File: src/rtl/arp_responder_if.sv
// GMII-style PHY-side byte streams seen by the ARP responder.
// The responder (master) consumes the receive stream and drives its own
// transmit stream; the PHY/MAC side (slave) does the reverse.
interface arp_responder_if;
  logic [7:0] rx_data;
  logic       rx_dv;
  logic       rx_er;
  logic [7:0] tx_data;
  logic       tx_dv;
  logic       tx_er;

  modport master (input rx_data, rx_dv, rx_er, output tx_data, tx_dv, tx_er);
  modport slave  (output rx_data, rx_dv, rx_er, input tx_data, tx_dv, tx_er);
endinterface

File: src/rtl/arp_responder.sv
// ARP responder: parses the received byte stream for ARP requests aimed at
// MY_IP and emits a complete 72-byte reply frame (preamble, padding, FCS).
// Byte mode only; with speed=0 the block stays silent.
module arp_responder #(
  parameter logic [47:0] MY_MAC     = 48'h0200_0000_0001,
  parameter logic [31:0] MY_IP      = 32'hC0A8_0001,
  parameter int          IFG_CLOCKS = 12
) (
  input  logic                 clk,
  input  logic                 rst,
  input  logic                 speed,
  arp_responder_if.master      gmii,
  output logic [15:0]          reply_cnt
);

  typedef enum logic [1:0] {RX_IDLE, RX_FRAME, RX_DROP} rx_state_t;
  typedef enum logic [1:0] {TX_IDLE, TX_FRAME, TX_IFG} tx_state_t;

  // Byte k (0 = first on the wire) of a MAC / IP address.
  function automatic logic [7:0] mac_byte(input logic [47:0] mac, input int k);
    logic [47:0] s;
    s = mac << (8 * k);
    return s[47:40];
  endfunction

  function automatic logic [7:0] ip_byte(input logic [31:0] ip, input int k);
    logic [31:0] s;
    s = ip << (8 * k);
    return s[31:24];
  endfunction

  // Ethertype + fixed ARP header (frame offsets 20..29); only the opcode differs.
  function automatic logic [7:0] arp_hdr(input int k, input logic is_reply);
    logic [7:0] b;
    case (k)
      0: b = 8'h08;  1: b = 8'h06;  2: b = 8'h00;  3: b = 8'h01;
      4: b = 8'h08;  5: b = 8'h00;  6: b = 8'h06;  7: b = 8'h04;
      8: b = 8'h00;  9: b = is_reply ? 8'h02 : 8'h01;
      default: b = 8'h00;
    endcase
    return b;
  endfunction

  // One byte of reflected CRC-32 (poly EDB88320), LSB of the byte first.
  function automatic logic [31:0] crc_byte(input logic [31:0] c, input logic [7:0] d);
    logic [31:0] r;
    r = c ^ {24'h0, d};
    for (int i = 0; i < 8; i++) r = r[0] ? ((r >> 1) ^ 32'hEDB8_8320) : (r >> 1);
    return r;
  endfunction

  rx_state_t   rx_state;
  logic [7:0]  rx_cnt;
  logic        bc_ok, uc_ok, bc_next, uc_next, byte_ok;
  logic [47:0] cap_sha, pend_sha, tx_sha;
  logic [31:0] cap_spa, pend_spa, tx_spa;
  logic        pending, frame_done, tx_start;

  tx_state_t   tx_state;
  logic [6:0]  tx_idx;
  logic [7:0]  ifg_cnt;
  logic [31:0] crc_reg, crc_next, fcs_shift;
  logic [7:0]  tx_byte, tx_data_reg;
  logic        tx_dv_reg, tx_er_reg;
  logic [15:0] reply_cnt_reg;

  assign gmii.tx_data = tx_data_reg;
  assign gmii.tx_dv   = tx_dv_reg;
  assign gmii.tx_er   = tx_er_reg;
  assign reply_cnt    = reply_cnt_reg;

  // A frame qualifies only if it ended cleanly after at least 72 bytes.
  assign frame_done = (rx_state == RX_FRAME) && !gmii.rx_dv && (rx_cnt >= 8'd72) && speed;
  assign tx_start   = (tx_state == TX_IDLE) && pending && speed;

  // Match check of the byte at the current receive offset.
  always_comb begin
    byte_ok = 1'b1;
    bc_next = bc_ok;
    uc_next = uc_ok;
    if (rx_cnt == 8'd7) begin
      byte_ok = (gmii.rx_data == 8'hD5);
    end else if (rx_cnt >= 8'd8 && rx_cnt <= 8'd13) begin
      // Destination must be all-broadcast or all ours, never a mix.
      bc_next = ((rx_cnt == 8'd8) ? 1'b1 : bc_ok) && (gmii.rx_data == 8'hFF);
      uc_next = ((rx_cnt == 8'd8) ? 1'b1 : uc_ok) &&
                (gmii.rx_data == mac_byte(MY_MAC, int'(rx_cnt) - 8));
      byte_ok = bc_next || uc_next;
    end else if (rx_cnt >= 8'd20 && rx_cnt <= 8'd29) begin
      byte_ok = (gmii.rx_data == arp_hdr(int'(rx_cnt) - 20, 1'b0));
    end else if (rx_cnt >= 8'd46 && rx_cnt <= 8'd49) begin
      byte_ok = (gmii.rx_data == ip_byte(MY_IP, int'(rx_cnt) - 46));
    end
  end

  // Receive FSM: offset counting, matching, SHA/SPA capture, pending slot data.
  always_ff @(posedge clk) begin
    if (rst) begin
      rx_state <= RX_IDLE;
      rx_cnt   <= 8'd0;
      bc_ok    <= 1'b0;
      uc_ok    <= 1'b0;
      cap_sha  <= 48'h0;
      cap_spa  <= 32'h0;
      pend_sha <= 48'h0;
      pend_spa <= 32'h0;
    end else begin
      case (rx_state)
        RX_IDLE: begin
          if (gmii.rx_dv) begin
            rx_cnt   <= 8'd1;
            rx_state <= (gmii.rx_er || !speed) ? RX_DROP : RX_FRAME;
          end
        end
        RX_FRAME: begin
          if (!gmii.rx_dv) begin
            rx_state <= RX_IDLE;
            if (frame_done) begin
              pend_sha <= cap_sha;
              pend_spa <= cap_spa;
            end
          end else if (gmii.rx_er || !speed || !byte_ok) begin
            rx_state <= RX_DROP;
          end else begin
            bc_ok <= bc_next;
            uc_ok <= uc_next;
            if (rx_cnt != 8'hFF) rx_cnt <= rx_cnt + 8'd1;
            if (rx_cnt >= 8'd30 && rx_cnt <= 8'd35) cap_sha <= {cap_sha[39:0], gmii.rx_data};
            if (rx_cnt >= 8'd36 && rx_cnt <= 8'd39) cap_spa <= {cap_spa[23:0], gmii.rx_data};
          end
        end
        RX_DROP: begin
          if (!gmii.rx_dv) rx_state <= RX_IDLE;
        end
        default: rx_state <= RX_IDLE;
      endcase
    end
  end

  // Pending flag: a new request beats the transmitter's clear, so the
  // latest request survives a same-cycle hand-off.
  always_ff @(posedge clk) begin
    if (rst || !speed)   pending <= 1'b0;
    else if (frame_done) pending <= 1'b1;
    else if (tx_start)   pending <= 1'b0;
  end

  // Reply byte for the current transmit index.
  always_comb begin
    tx_byte   = 8'h00;
    fcs_shift = 32'h0;
    if (tx_idx <= 7'd6)                          tx_byte = 8'h55;
    else if (tx_idx == 7'd7)                     tx_byte = 8'hD5;
    else if (tx_idx <= 7'd13)                    tx_byte = mac_byte(tx_sha, int'(tx_idx) - 8);
    else if (tx_idx <= 7'd19)                    tx_byte = mac_byte(MY_MAC, int'(tx_idx) - 14);
    else if (tx_idx <= 7'd29)                    tx_byte = arp_hdr(int'(tx_idx) - 20, 1'b1);
    else if (tx_idx <= 7'd35)                    tx_byte = mac_byte(MY_MAC, int'(tx_idx) - 30);
    else if (tx_idx <= 7'd39)                    tx_byte = ip_byte(MY_IP, int'(tx_idx) - 36);
    else if (tx_idx <= 7'd45)                    tx_byte = mac_byte(tx_sha, int'(tx_idx) - 40);
    else if (tx_idx <= 7'd49)                    tx_byte = ip_byte(tx_spa, int'(tx_idx) - 46);
    else if (tx_idx >= 7'd68 && tx_idx <= 7'd71) begin
      fcs_shift = ~crc_reg >> (8 * (int'(tx_idx) - 68));
      tx_byte   = fcs_shift[7:0];
    end
  end

  assign crc_next = crc_byte(crc_reg, tx_byte);

  // Transmit FSM with registered outputs; byte 0 leaves on the start edge.
  always_ff @(posedge clk) begin
    if (rst) begin
      tx_state      <= TX_IDLE;
      tx_idx        <= 7'd0;
      ifg_cnt       <= 8'd0;
      crc_reg       <= 32'hFFFF_FFFF;
      tx_sha        <= 48'h0;
      tx_spa        <= 32'h0;
      tx_data_reg   <= 8'h00;
      tx_dv_reg     <= 1'b0;
      tx_er_reg     <= 1'b0;
      reply_cnt_reg <= 16'h0;
    end else begin
      tx_er_reg <= 1'b0;
      case (tx_state)
        TX_IDLE: begin
          tx_data_reg <= 8'h00;
          tx_dv_reg   <= 1'b0;
          if (tx_start) begin
            tx_sha      <= pend_sha;
            tx_spa      <= pend_spa;
            tx_data_reg <= 8'h55;
            tx_dv_reg   <= 1'b1;
            tx_idx      <= 7'd1;
            crc_reg     <= 32'hFFFF_FFFF;
            tx_state    <= TX_FRAME;
            if (reply_cnt_reg != 16'hFFFF) reply_cnt_reg <= reply_cnt_reg + 16'd1;
          end
        end
        TX_FRAME: begin
          tx_data_reg <= tx_byte;
          tx_dv_reg   <= 1'b1;
          if (tx_idx >= 7'd8 && tx_idx <= 7'd67) crc_reg <= crc_next;
          if (tx_idx == 7'd71) begin
            ifg_cnt  <= 8'd0;
            tx_state <= TX_IFG;
          end else begin
            tx_idx <= tx_idx + 7'd1;
          end
        end
        TX_IFG: begin
          tx_data_reg <= 8'h00;
          tx_dv_reg   <= 1'b0;
          if (ifg_cnt == 8'(IFG_CLOCKS - 1)) tx_state <= TX_IDLE;
          else                              ifg_cnt  <= ifg_cnt + 8'd1;
        end
        default: tx_state <= TX_IDLE;
      endcase
    end
  end

endmodule

File: src/flat_wrapper.sv
// flat-port wrapper written by rule: the top's interface ports become plain ports
module arp_responder_flat 
#(
  parameter logic [47:0] MY_MAC     = 48'h0200_0000_0001,
  parameter logic [31:0] MY_IP      = 32'hC0A8_0001,
  parameter int          IFG_CLOCKS = 12
)
  (clk, rst, speed, reply_cnt, gmii_rx_data, gmii_rx_dv, gmii_rx_er, gmii_tx_data, gmii_tx_dv, gmii_tx_er);
  arp_responder_if gmii_i ();
  input  logic clk;
  input  logic rst;
  input  logic speed;
  output logic [15:0] reply_cnt;
  input wire logic [$bits(gmii_i.rx_data)-1:0] gmii_rx_data;
  input wire logic [$bits(gmii_i.rx_dv)-1:0] gmii_rx_dv;
  input wire logic [$bits(gmii_i.rx_er)-1:0] gmii_rx_er;
  output wire logic [$bits(gmii_i.tx_data)-1:0] gmii_tx_data;
  output wire logic [$bits(gmii_i.tx_dv)-1:0] gmii_tx_dv;
  output wire logic [$bits(gmii_i.tx_er)-1:0] gmii_tx_er;
  assign gmii_i.rx_data = gmii_rx_data;
  assign gmii_i.rx_dv = gmii_rx_dv;
  assign gmii_i.rx_er = gmii_rx_er;
  assign gmii_tx_data = gmii_i.tx_data;
  assign gmii_tx_dv = gmii_i.tx_dv;
  assign gmii_tx_er = gmii_i.tx_er;
  arp_responder #(.MY_MAC(MY_MAC), .MY_IP(MY_IP), .IFG_CLOCKS(IFG_CLOCKS)) u_core (.clk(clk), .rst(rst), .speed(speed), .gmii(gmii_i), .reply_cnt(reply_cnt));
endmodule
File: config.mk
export PLATFORM = sky130hd
export DESIGN_NAME = arp_responder_flat
export DESIGN_NICKNAME = d
export VERILOG_FILES = /design/src/rtl/arp_responder_if.sv /design/src/rtl/arp_responder.sv /design/src/flat_wrapper.sv
export SDC_FILE = /design/constraint.sdc
export NUM_CORES = 1
export LEC_CHECK = 0
export CORE_ASPECT_RATIO = 1.1
export CORE_MARGIN = 2
export CORE_UTILIZATION = 55
export DETAILED_ROUTE_END_ITERATION = 16
export HOLD_SLACK_MARGIN = 0.02
export PLACE_DENSITY = 0.77
export SLEW_MARGIN = 10
export SYNTH_ARGS = -nofsm -noshare
export SYNTH_HDL_FRONTEND = slang
export SYNTH_SLANG_ARGS = --single-unit
File: constraint.sdc
create_clock -name clk -period 9.8 [get_ports clk]
set_input_delay 1.96 -clock clk [delete_from_list [all_inputs] [get_ports clk]]
set_output_delay 1.96 -clock clk [all_outputs]
set_load 0.02 [all_outputs]
# == Yosys cells after proc, flatten, opt, wreduce, memory -nomap -nowiden ==
# Memory sizes are Yosys's and may differ from the RTL's.
# Index checks and enable logic that the tools add are counted.
# word_totals
register_bits,327
rom_bits,128
input_bits,13
wordCells,209
mem_count,2
# mem_list
name,depth,width,read_ports,rd_clocked_by_memory_dff,write_ports,line_no,rtl
(no name shown),16,4,1,0,0,arp_responder.sv:35,case (k)
(no name shown),16,4,1,0,0,arp_responder.sv:35,
# classes
add_sub_neg,15
order_cmp,23
n_eq_ne,28
shift,9
mux,59
bitwise,13
n_reduce_logical,42
# op_table
operator,n
$mux 32,10
$mux 8,21
$shl 42x32->48 const A,3
$not 13->14,8
$shl 48x32->48,2
$pmux 32 s2,1
$shl 32x32->32 const A,2
$logic_not 28->1,2
$not 32->32,1
$pmux 8 s2,2
$shl 32x32->32,1
$shr 32x32->8,1
$xor 32x8->32,1
$le 7x6->1 const B,4
$eq 8x8->1,3
$le 8x6->1 const B,3
$pmux 8 s3,1
$sub 7x6->8 const B,3
$mux 7,3
$reduce_and 3->1,7
$add 16x1->16 const B,1
$add 8x1->8 const B,2
$eq 8x4->1 const B,2
$eq 8x8->1 const B,2
other kinds (44),103

# == Depth between registers and ports, before layout ==
# Gate-level depths: netlist (run 1).
# depth
ltp_word,31
depth_mapped,17
mapped_depth_nobuf,13

# == Worst setup path before layout (run 1) ==
# Ideal clock, no wire load.
# synth_timing
path_type,input to register
startpoint,input gmii_rx_data[3]
endpoint,register u_core.cap_sha[30]
setup_ns,0.128
arrival_time_ns,4.386
required_time_ns,9.672
slack_ns,5.287
path_stages,12
path_cell_list,clkbuf_1 -> or4_1 -> mux2i_1 -> a31oi_1 -> o221ai_1 -> nand4_1 -> or4_1 -> clkbuf_1 -> buf_6 -> buf_4 -> mux2i_1 -> nor2_1
# synth_via
elab_chain_len,9
elab_cells_between_ends,16
cone_classes,eq/ne: 5; mux: 4; bitwise: 1; reduce/logical: 6
# synth_lines
item,line_no,rtl
start: declaration,flat_wrapper.sv:14,input wire logic [$bits(gmii_i.rx_data)-1:0] gmii_rx_data;
"$eq 8x8->1, on equally long branches","arp_responder.sv:92, arp_responder.sv:85, arp_responder.sv:87",
$mux 1 (tied with other cells),arp_responder.sv:91,end else if (rx_cnt >= 8'd46 && rx_cnt <= 8'd49) begin
$mux 1 / $logic_or 1x1->1 (equally long branches),"arp_responder.sv:89, arp_responder.sv:88",
$mux 1,arp_responder.sv:83,end else if (rx_cnt >= 8'd8 && rx_cnt <= 8'd13) begin
$mux 1 *,arp_responder.sv:81,if (rx_cnt == 8'd7) begin
$logic_not 1->1 *,arp_responder.sv:122,end else if (gmii.rx_er || !speed || !byte_ok) begin
$logic_or 1x1->1 *,arp_responder.sv:122,
$not 1->1 (no source line) *,--,
$reduce_and 4->1 (no source line) *,--,
end signal: assignment,arp_responder.sv:128,"if (rx_cnt >= 8'd30 && rx_cnt <= 8'd35) cap_sha <= {cap_sha[39:0], gmii.rx_data};"
end: declaration,arp_responder.sv:55,"logic [47:0] cap_sha, pend_sha, tx_sha;"
# Mark *: on every way between the ends. The rest lies on a longest branch, timed or not.
# A chain may end at the register's enable or synchronous reset.

# == Final worst setup path (run 1) ==
# layout_timing
startpoint,register u_core.tx_idx[2]
endpoint,register u_core.crc_reg[20]
# layout_via
elab_chain_len,28
elab_cells_between_ends,62
cone_classes,add/sub: 8; order compare: 12; eq/ne: 2; shift: 7; mux: 21; bitwise: 7; reduce/logical: 4; memory: 1
# layout_lines
item,line_no,rtl
start: declaration,arp_responder.sv:60,logic [6:0] tx_idx;
start signal: assignment,arp_responder.sv:207,tx_idx <= tx_idx + 7'd1;
$sub 7x7->8 (tied with other cells),arp_responder.sv:162,fcs_shift = ~crc_reg >> (8 * (int'(tx_idx) - 68));
$shr 32x32->8 / $logic_and 1x1->1 (equally long branches),"arp_responder.sv:162, arp_responder.sv:161",
$mux 8,arp_responder.sv:161,else if (tx_idx >= 7'd68 && tx_idx <= 7'd71) begin
$mux 8,arp_responder.sv:160,"else if (tx_idx <= 7'd49) tx_byte = ip_byte(tx_spa, int'(tx_idx) - 46);"
$mux 8,arp_responder.sv:159,"else if (tx_idx <= 7'd45) tx_byte = mac_byte(tx_sha, int'(tx_idx) - 40);"
$mux 8,arp_responder.sv:158,"else if (tx_idx <= 7'd39) tx_byte = ip_byte(MY_IP, int'(tx_idx) - 36);"
$mux 8,arp_responder.sv:157,"else if (tx_idx <= 7'd35) tx_byte = mac_byte(MY_MAC, int'(tx_idx) - 30);"
$mux 8,arp_responder.sv:156,"else if (tx_idx <= 7'd29) tx_byte = arp_hdr(int'(tx_idx) - 20, 1'b1);"
(+11 left out),--,
$not 13->14 (no source line),--,
$mux 32 (2 in series),arp_responder.sv:48,for (int i = 0; i < 8; i++) r = r[0] ? ((r >> 1) ^ 32'hEDB8_8320) : (r >> 1);
$not 13->14 (no source line),--,
$mux 32,arp_responder.sv:48,
$not 13->14 (no source line),--,
$mux 32,arp_responder.sv:48,
$mux 32,arp_responder.sv:202,if (tx_idx >= 7'd8 && tx_idx <= 7'd67) crc_reg <= crc_next;
$pmux 32 s2,arp_responder.sv:184,case (tx_state)
end signal: assignment,arp_responder.sv:202,
end: declaration,arp_responder.sv:62,"logic [31:0] crc_reg, crc_next, fcs_shift;"
# Parallel ways exist; a longest one is shown, timed or not. The select of a mux whose other input is x is not followed.

==> flow_metrics.tcl, run 1 <==
set metrics [dict create \
    outcome "finished clean" \
    synthArstFlopShare_pct 0 \
    wl_per_cell_um 16.8 \
    synth_commonest_cells "nand2_1 (370), dfxtp_1 (327), a21oi_1 (214)" \
    muxShareOfSynthArea_pct 9.40 \
    dpl_cell_area_mm2 0.0161 \
    io_buffer_count 37 \
    finalCritPeriodShare_pct 53.0 \
    ir_drop_mv 0.156 \
    chipHeight_um 181 \
    cp_data_required_time_ns 10.16 \
    cts.repair.resized 0 \
    n_antenna_cell 0 \
    rsz0062_at_grt "no" \
    ys_seq_elements 327 \
    largestRegisters "u_core.cap_sha x48, u_core.pend_sha x48, u_core.tx_sha x48" \
    cts_tree "yes" \
    grt_pass1_wl_mm 61.2 \
    synth.distinct_cells 86 \
    synth_top_area_share_pct 41.7 \
    grt_pass1_vias 12100 \
    grt_util_met1_pct 32.3 \
    ys_seq_area_share_pct 41.7 \
    die_w_um 165 \
    worst_pin_slew_ns 0.989 \
    dieArea_mm2 0.0299 \
    core_mm2 0.0279 \
    final_antenna_net_count 0 \
    skew_ns 0.0231 \
    antenna_found_initial 0 \
    synth_area_leaders "dfxtp_1 (42%), nand2_1 (8.8%), a21oi_1 (6.8%)" \
    syn_to_final_growth_pct 9.99 \
    startpoint_type "flop" \
    hold_viol_final 0 \
    intPower_uw 2120 \
    gp_congestion 0.941 \
    cts_buffer_depth 3 \
    clk_latency_ns 0.52 \
    crit_type "flop to flop" \
    setup_violations 0 \
    synth_top_flop_cell "dfxtp_1" \
    yosysWarnings 0 \
    drive_above_1_share_pct 7.59 \
    path_max_fanout 20 \
    grt_use_total_pct 24.8 \
    p_leak_uw 0.00617 \
    yosysMostFrequentCell "nand2_1" \
    synth_area_per_cell_um2 8.51 \
    post-cts-setup-buffers 0 \
    grt_use_met2_pct 42.2 \
    num_io_pins 39 \
    drv_cap 0 \
    synth_edf_count 0 \
    slew_violations 0 \
    place_hpwl_mm 23.9 \
    powerDensity_mw_per_mm2 156 \
    synth_xor_area_share_pct 6.53 \
    htree_levels 2 \
    fp-row-count 64 \
    p_comb_share_pct 2.0 \
    first_pass_iters 5 \
    path_clk_slew_ns 0.07 \
    finalPower_uw 2700 \
    top_usage_layer "met2" \
    hold_ws_ns 0.446 \
    cts_num_sinks 327 \
    wl_mm 36.9 \
    synthCells 1846 \
    worst_setup_path_end_kind "flop" \
    synth-adder-area-share_pct 3.19 \
    initial_core_util_pct 56.2 \
    relSlewSlack_pct 33.2 \
    crit_arrival_ns 5.55 \
    setup_tns_ns 0 \
    max_freq_ghz 0.193 \
    yosys.area.top_type "dfxtp_1" \
    grt_max_degree 113 \
    drt_iter0_drc 842 \
    cts_buffers 34 \
    swShare_pct 21.5 \
    pwr-share-seq_pct 49.5 \
    cts_root_buffer "clkbuf_16" \
    grt_use_met3_pct 3.08 \
    synth_simple_gate_area_share_pct 20.8 \
    synth_compound_area_share_pct 14.2 \
    switching_power_uw 580 \
    syn_nets 1899 \
    pwr-share-clk_pct 48.5 \
    nets 1861 \
    design_area_mm2 0.0173 \
    syn_area_mm2 0.0157 \
    overflow 0 \
    dr_total_vias 12600 \
    drc 0 \
    ctsHoldBuffers 0 \
    synth_top_family_by_area "simple AND/OR/NAND/NOR gates" \
    fin_crit_ns 5.19 \
    vias_per_cell 5.74 \
    hold_class "flop to flop" \
]
-- placed cells by master, fill, tap and decap left out, types with 28 or more instances in the layout --
cell             instances
a21oi_1                214
clkbuf_16               34
clkdlybuf4s50_1         36
dfxtp_1                326
ha_1                    40
mux2i_1                 98
nand2_1                370
nand2b_1                28
nor2_1                 192
o21ai_0                 30
xnor2_1                 56
xor2_1                  30
-- power by group through the flow --
stage          clock network, µW  registers (µW)  logic, µW
4_1_cts                     1330            1330       54.5
6_report                    1310            1330       54.6
3_5_place_dp                   0            1360       54.4
2_1_floorplan                  0            1360       39.0
3_3_place_gp                   0            1360       53.8
5_1_grt                     1390            1330       59.8
-- final cells by class --
cell class / instances / area, µm²
Sequential cell: 327 / 6550
Clock buffer: 46 / 986
Tap cell: 363 / 454
Fill cell: 2428 / 10700
Multi-Input combinational cell: 1370 / 8540
Timing Repair Buffer: 50 / 473
Inverter: 25 / 93.8
Clock inverter: 14 / 178
-- path summary, 6_finish.rpt --
path | start | to | slack, ns | cells after the start
min | u_core.pend_sha[0] | u_core.tx_sha[0] | 0.45 | 2
min reg2reg | u_core.pend_sha[0] | u_core.tx_sha[0] | 0.45 | 2
max reg2reg | u_core.tx_idx[2] | u_core.crc_reg[20] | 4.61 | 12
max | u_core.tx_idx[2] | u_core.crc_reg[20] | 4.61 | 12
-- through the flow --
stage	cells	utilization, %	setup WS, ns
global placement	2135	57.6	4.38
finish	2195	61.8	4.61
CTS	2195	61.8	4.66
floorplan	1846	-	5.29
detailed placement	2135	57.6	4.21
global route	2195	61.8	4.47
-- logic make-up (layout without fill, tap and decap cells) --
group,count (synthesis),count (layout)
simple gates,740,740
buf+inv,149,135
compound gates,365,365
xor+xnor,101,101
mux,123,123
fa+ha+maj,40,40
flops,327,327
other cells,1,1
-- metal layers --
metal  wire length [µm]  part of all wire, %  up-vias
li1                   -                    -     6225
met1              16200                   44     6009
met2              18100                   49      290
met3               1580                  4.3       68
met4                979                  2.7        0
met5                  0                    0        -
-- worst max-delay path, stage by stage (launching register included) --
cell       delay [ns]
dfxtp_1          0.90
inv_1            0.32
ha_1             0.28
a21bo_1          0.19
a211o_1          0.33
a2111oi_4        0.64
a211oi_1         0.17
o31ai_1          0.71
xor2_2           0.43
xnor3_2          0.49
xor2_2           0.23
xnor2_1          0.25
a21oi_1          0.10
Power figures use the tool's default switching activity.
==> run 2: changes to the inputs <==
==> constraint.sdc (replaced) <==
create_clock -name clk -period 5.3 [get_ports clk]
set_input_delay 1.06 -clock clk [delete_from_list [all_inputs] [get_ports clk]]
set_output_delay 1.06 -clock clk [all_outputs]
set_load 0.02 [all_outputs]
==> run 2 against run 1 <==
Against the previous run:
- global-route usage is 0.61 points higher
- wire length rose by 2.6%
- first-iteration DRC count grew 16%
- worst setup slack got worse by 4.0 ns
- die area stayed put
- non-clock buffer count is 14 higher
- core utilization is 0.56 points higher
- fmax increased by 10%
- sequential share of layout area down 0.34 points
- critical path depth did not move
==> flow_metrics.tcl, run 2 (synthesized netlist as in run 1, its figures left out) <==
set metrics [dict create \
    cts.repair.resized 0 \
    cpPeakStageDelay_ns 0.73 \
    p_leak_uw 0.00627 \
    ir_drop_mv 0.228 \
    max_freq_ghz 0.212 \
    cts_buffer_depth 3 \
    outcome "finished clean" \
    placed_cells 2149 \
    drv_cap 0 \
    hold_path_depth 2 \
    core_mm2 0.0279 \
    worst_pin_slew_ns 0.947 \
    layoutNonFillerInstCount 2212 \
    grt_pass1_wl_mm 62.3 \
    skew_ns 0.0198 \
    n_antenna_cell 0 \
    clk_latency_ns 0.51 \
    path_max_fanout 49 \
    dieArea_mm2 0.0299 \
    powerDensity_mw_per_mm2 292 \
    grt_max_degree 143 \
    ctsHoldBuffers 0 \
    cts_root_buffer "clkbuf_16" \
    crit_type "flop to flop" \
    cts_buffers 35 \
    relSlewSlack_pct 36.6 \
    setup_tns_ns 0 \
    drc 0 \
    largestRegisters "u_core.cap_sha x48, u_core.pend_sha x48, u_core.tx_sha x48" \
    rrSetupSlack_ns 0.59 \
    layout_commonest_cell "nand2_1" \
    hold_viol_final 0 \
    gp_congestion 0.911 \
    rsz0062_at_grt "no" \
    cp_data_required_time_ns 5.65 \
    vias_per_cell 5.80 \
    chipHeight_um 181 \
    crit_chain "ha_1 > a21oi_1 > and3_1 > o311ai_0 > a21oi_1 > o32a_1 > o221ai_1 > nand4_1 > or4_2 > buf_4 > mux2i_1 > nor2_1" \
    setup_violations 0 \
    drt_iter0_drc 976 \
    startpoint_type "flop" \
    fin_crit_ns 4.71 \
    grt_pass1_vias 12500 \
    initial_core_util_pct 56.2 \
    fp-row-count 64 \
    cts_num_sinks 327 \
    slew_violations 0 \
    die_w_um 165 \
    overflow 0 \
    utilization_pct 62.4 \
    crit_top_cell "a21oi_1" \
    drive_above_1_share_pct 8.38 \
    post-cts-setup-buffers 0 \
    finalCritPeriodShare_pct 88.9 \
    hold_class "flop to flop" \
    dr_total_vias 12800 \
    htree_levels 2 \
    final_cell_mix "nand2_1 (370), dfxtp_1 (326), a21oi_1 (214)" \
    grt_use_total_pct 25.4 \
    wl_per_cell_um 17.1 \
    path_clk_slew_ns 0.06 \
    nets 1876 \
    antenna_found_initial 0 \
    first_pass_iters 7 \
    syn_to_final_growth_pct 11.0 \
    num_io_pins 39 \
    wl_mm 37.8 \
    crit_arrival_ns 5.07 \
    place_hpwl_mm 24.6 \
    cts_tree "yes" \
    final_antenna_net_count 0 \
    worst_setup_path_end_kind "flop" \
    reg2reg_depth 12 \
    cp_slowest_cell "dfxtp_1" \
    io_buffer_count 37 \
]
[run 2: cell count changes in the layout (fill, tap and decap cells not counted)]
| cell | delta |
|---|---|
| bufinv_16 | +1 |
| inv_6 | +1 |
| clkinv_2 | -1 |
| clkinv_4 | +1 |
| clkbuf_1 | +1 |
| clkinv_16 | -1 |
| clkbuf_16 | +2 |
| buf_4 | +14 |
| clkinv_8 | -1 |
[run 2: layout make-up]
class                      count  area, µm²
tap                          363        454
inverter                      25       93.8
clock inverter                14        174
sequential                   327       6550
timing repair buffer          64        578
clock buffer                  49       1040
multi-input combinational   1370       8540
fill                        2359      10500
[run 2: power by group]
group	total, µW	internal (µW)	switching, µW
clock network	2520	1530	991
registers	2470	2460	5.66
logic	104	28.5	75.2
total	5090	4020	1070
[run 2: worst paths after layout]
path | to | start
setup / recovery | u_core.cap_sha[36] | u_core.rx_cnt[4]
hold / removal | u_core.tx_sha[2] | u_core.pend_sha[2]
setup reg to reg | u_core.cap_sha[36] | u_core.rx_cnt[4]
hold reg to reg | u_core.tx_sha[2] | u_core.pend_sha[2]
[run 2: per-layer routing]
| metal | track usage (%) | vias up | share of wire, % |
|---|---|---|---|
| li1 | - | 6256 | - |
| met1 | 32.4 | 6120 | 43 |
| met2 | 43.1 | 375 | 49 |
| met3 | 4.02 | 86 | 5.1 |
| met4 | 9.36 | 0 | 3.2 |
| met5 | 0 | - | 0 |
[run 2: stage by stage]
step,hold slack [ns],total power (µW),worst slack (ns),cell area [µm²]
floorplan,0.431,2590,1.29,15700
global placement,0.436,2620,0.750,16200
detailed placement,0.441,2620,0.599,16200
CTS,0.445,5130,0.675,17400
global route,0.465,5250,0.312,17400
finish,0.448,5090,0.587,17400
[run 2: worst max-delay path: cells and delay by family, from the launching register on]
kind / cells / cell delay, ns
simple gates: 4 / 1.23
fa+ha+maj: 1 / 0.34
mux: 1 / 0.29
flops: 1 / 0.73
compound gates: 5 / 1.53
buf+inv: 1 / 0.40
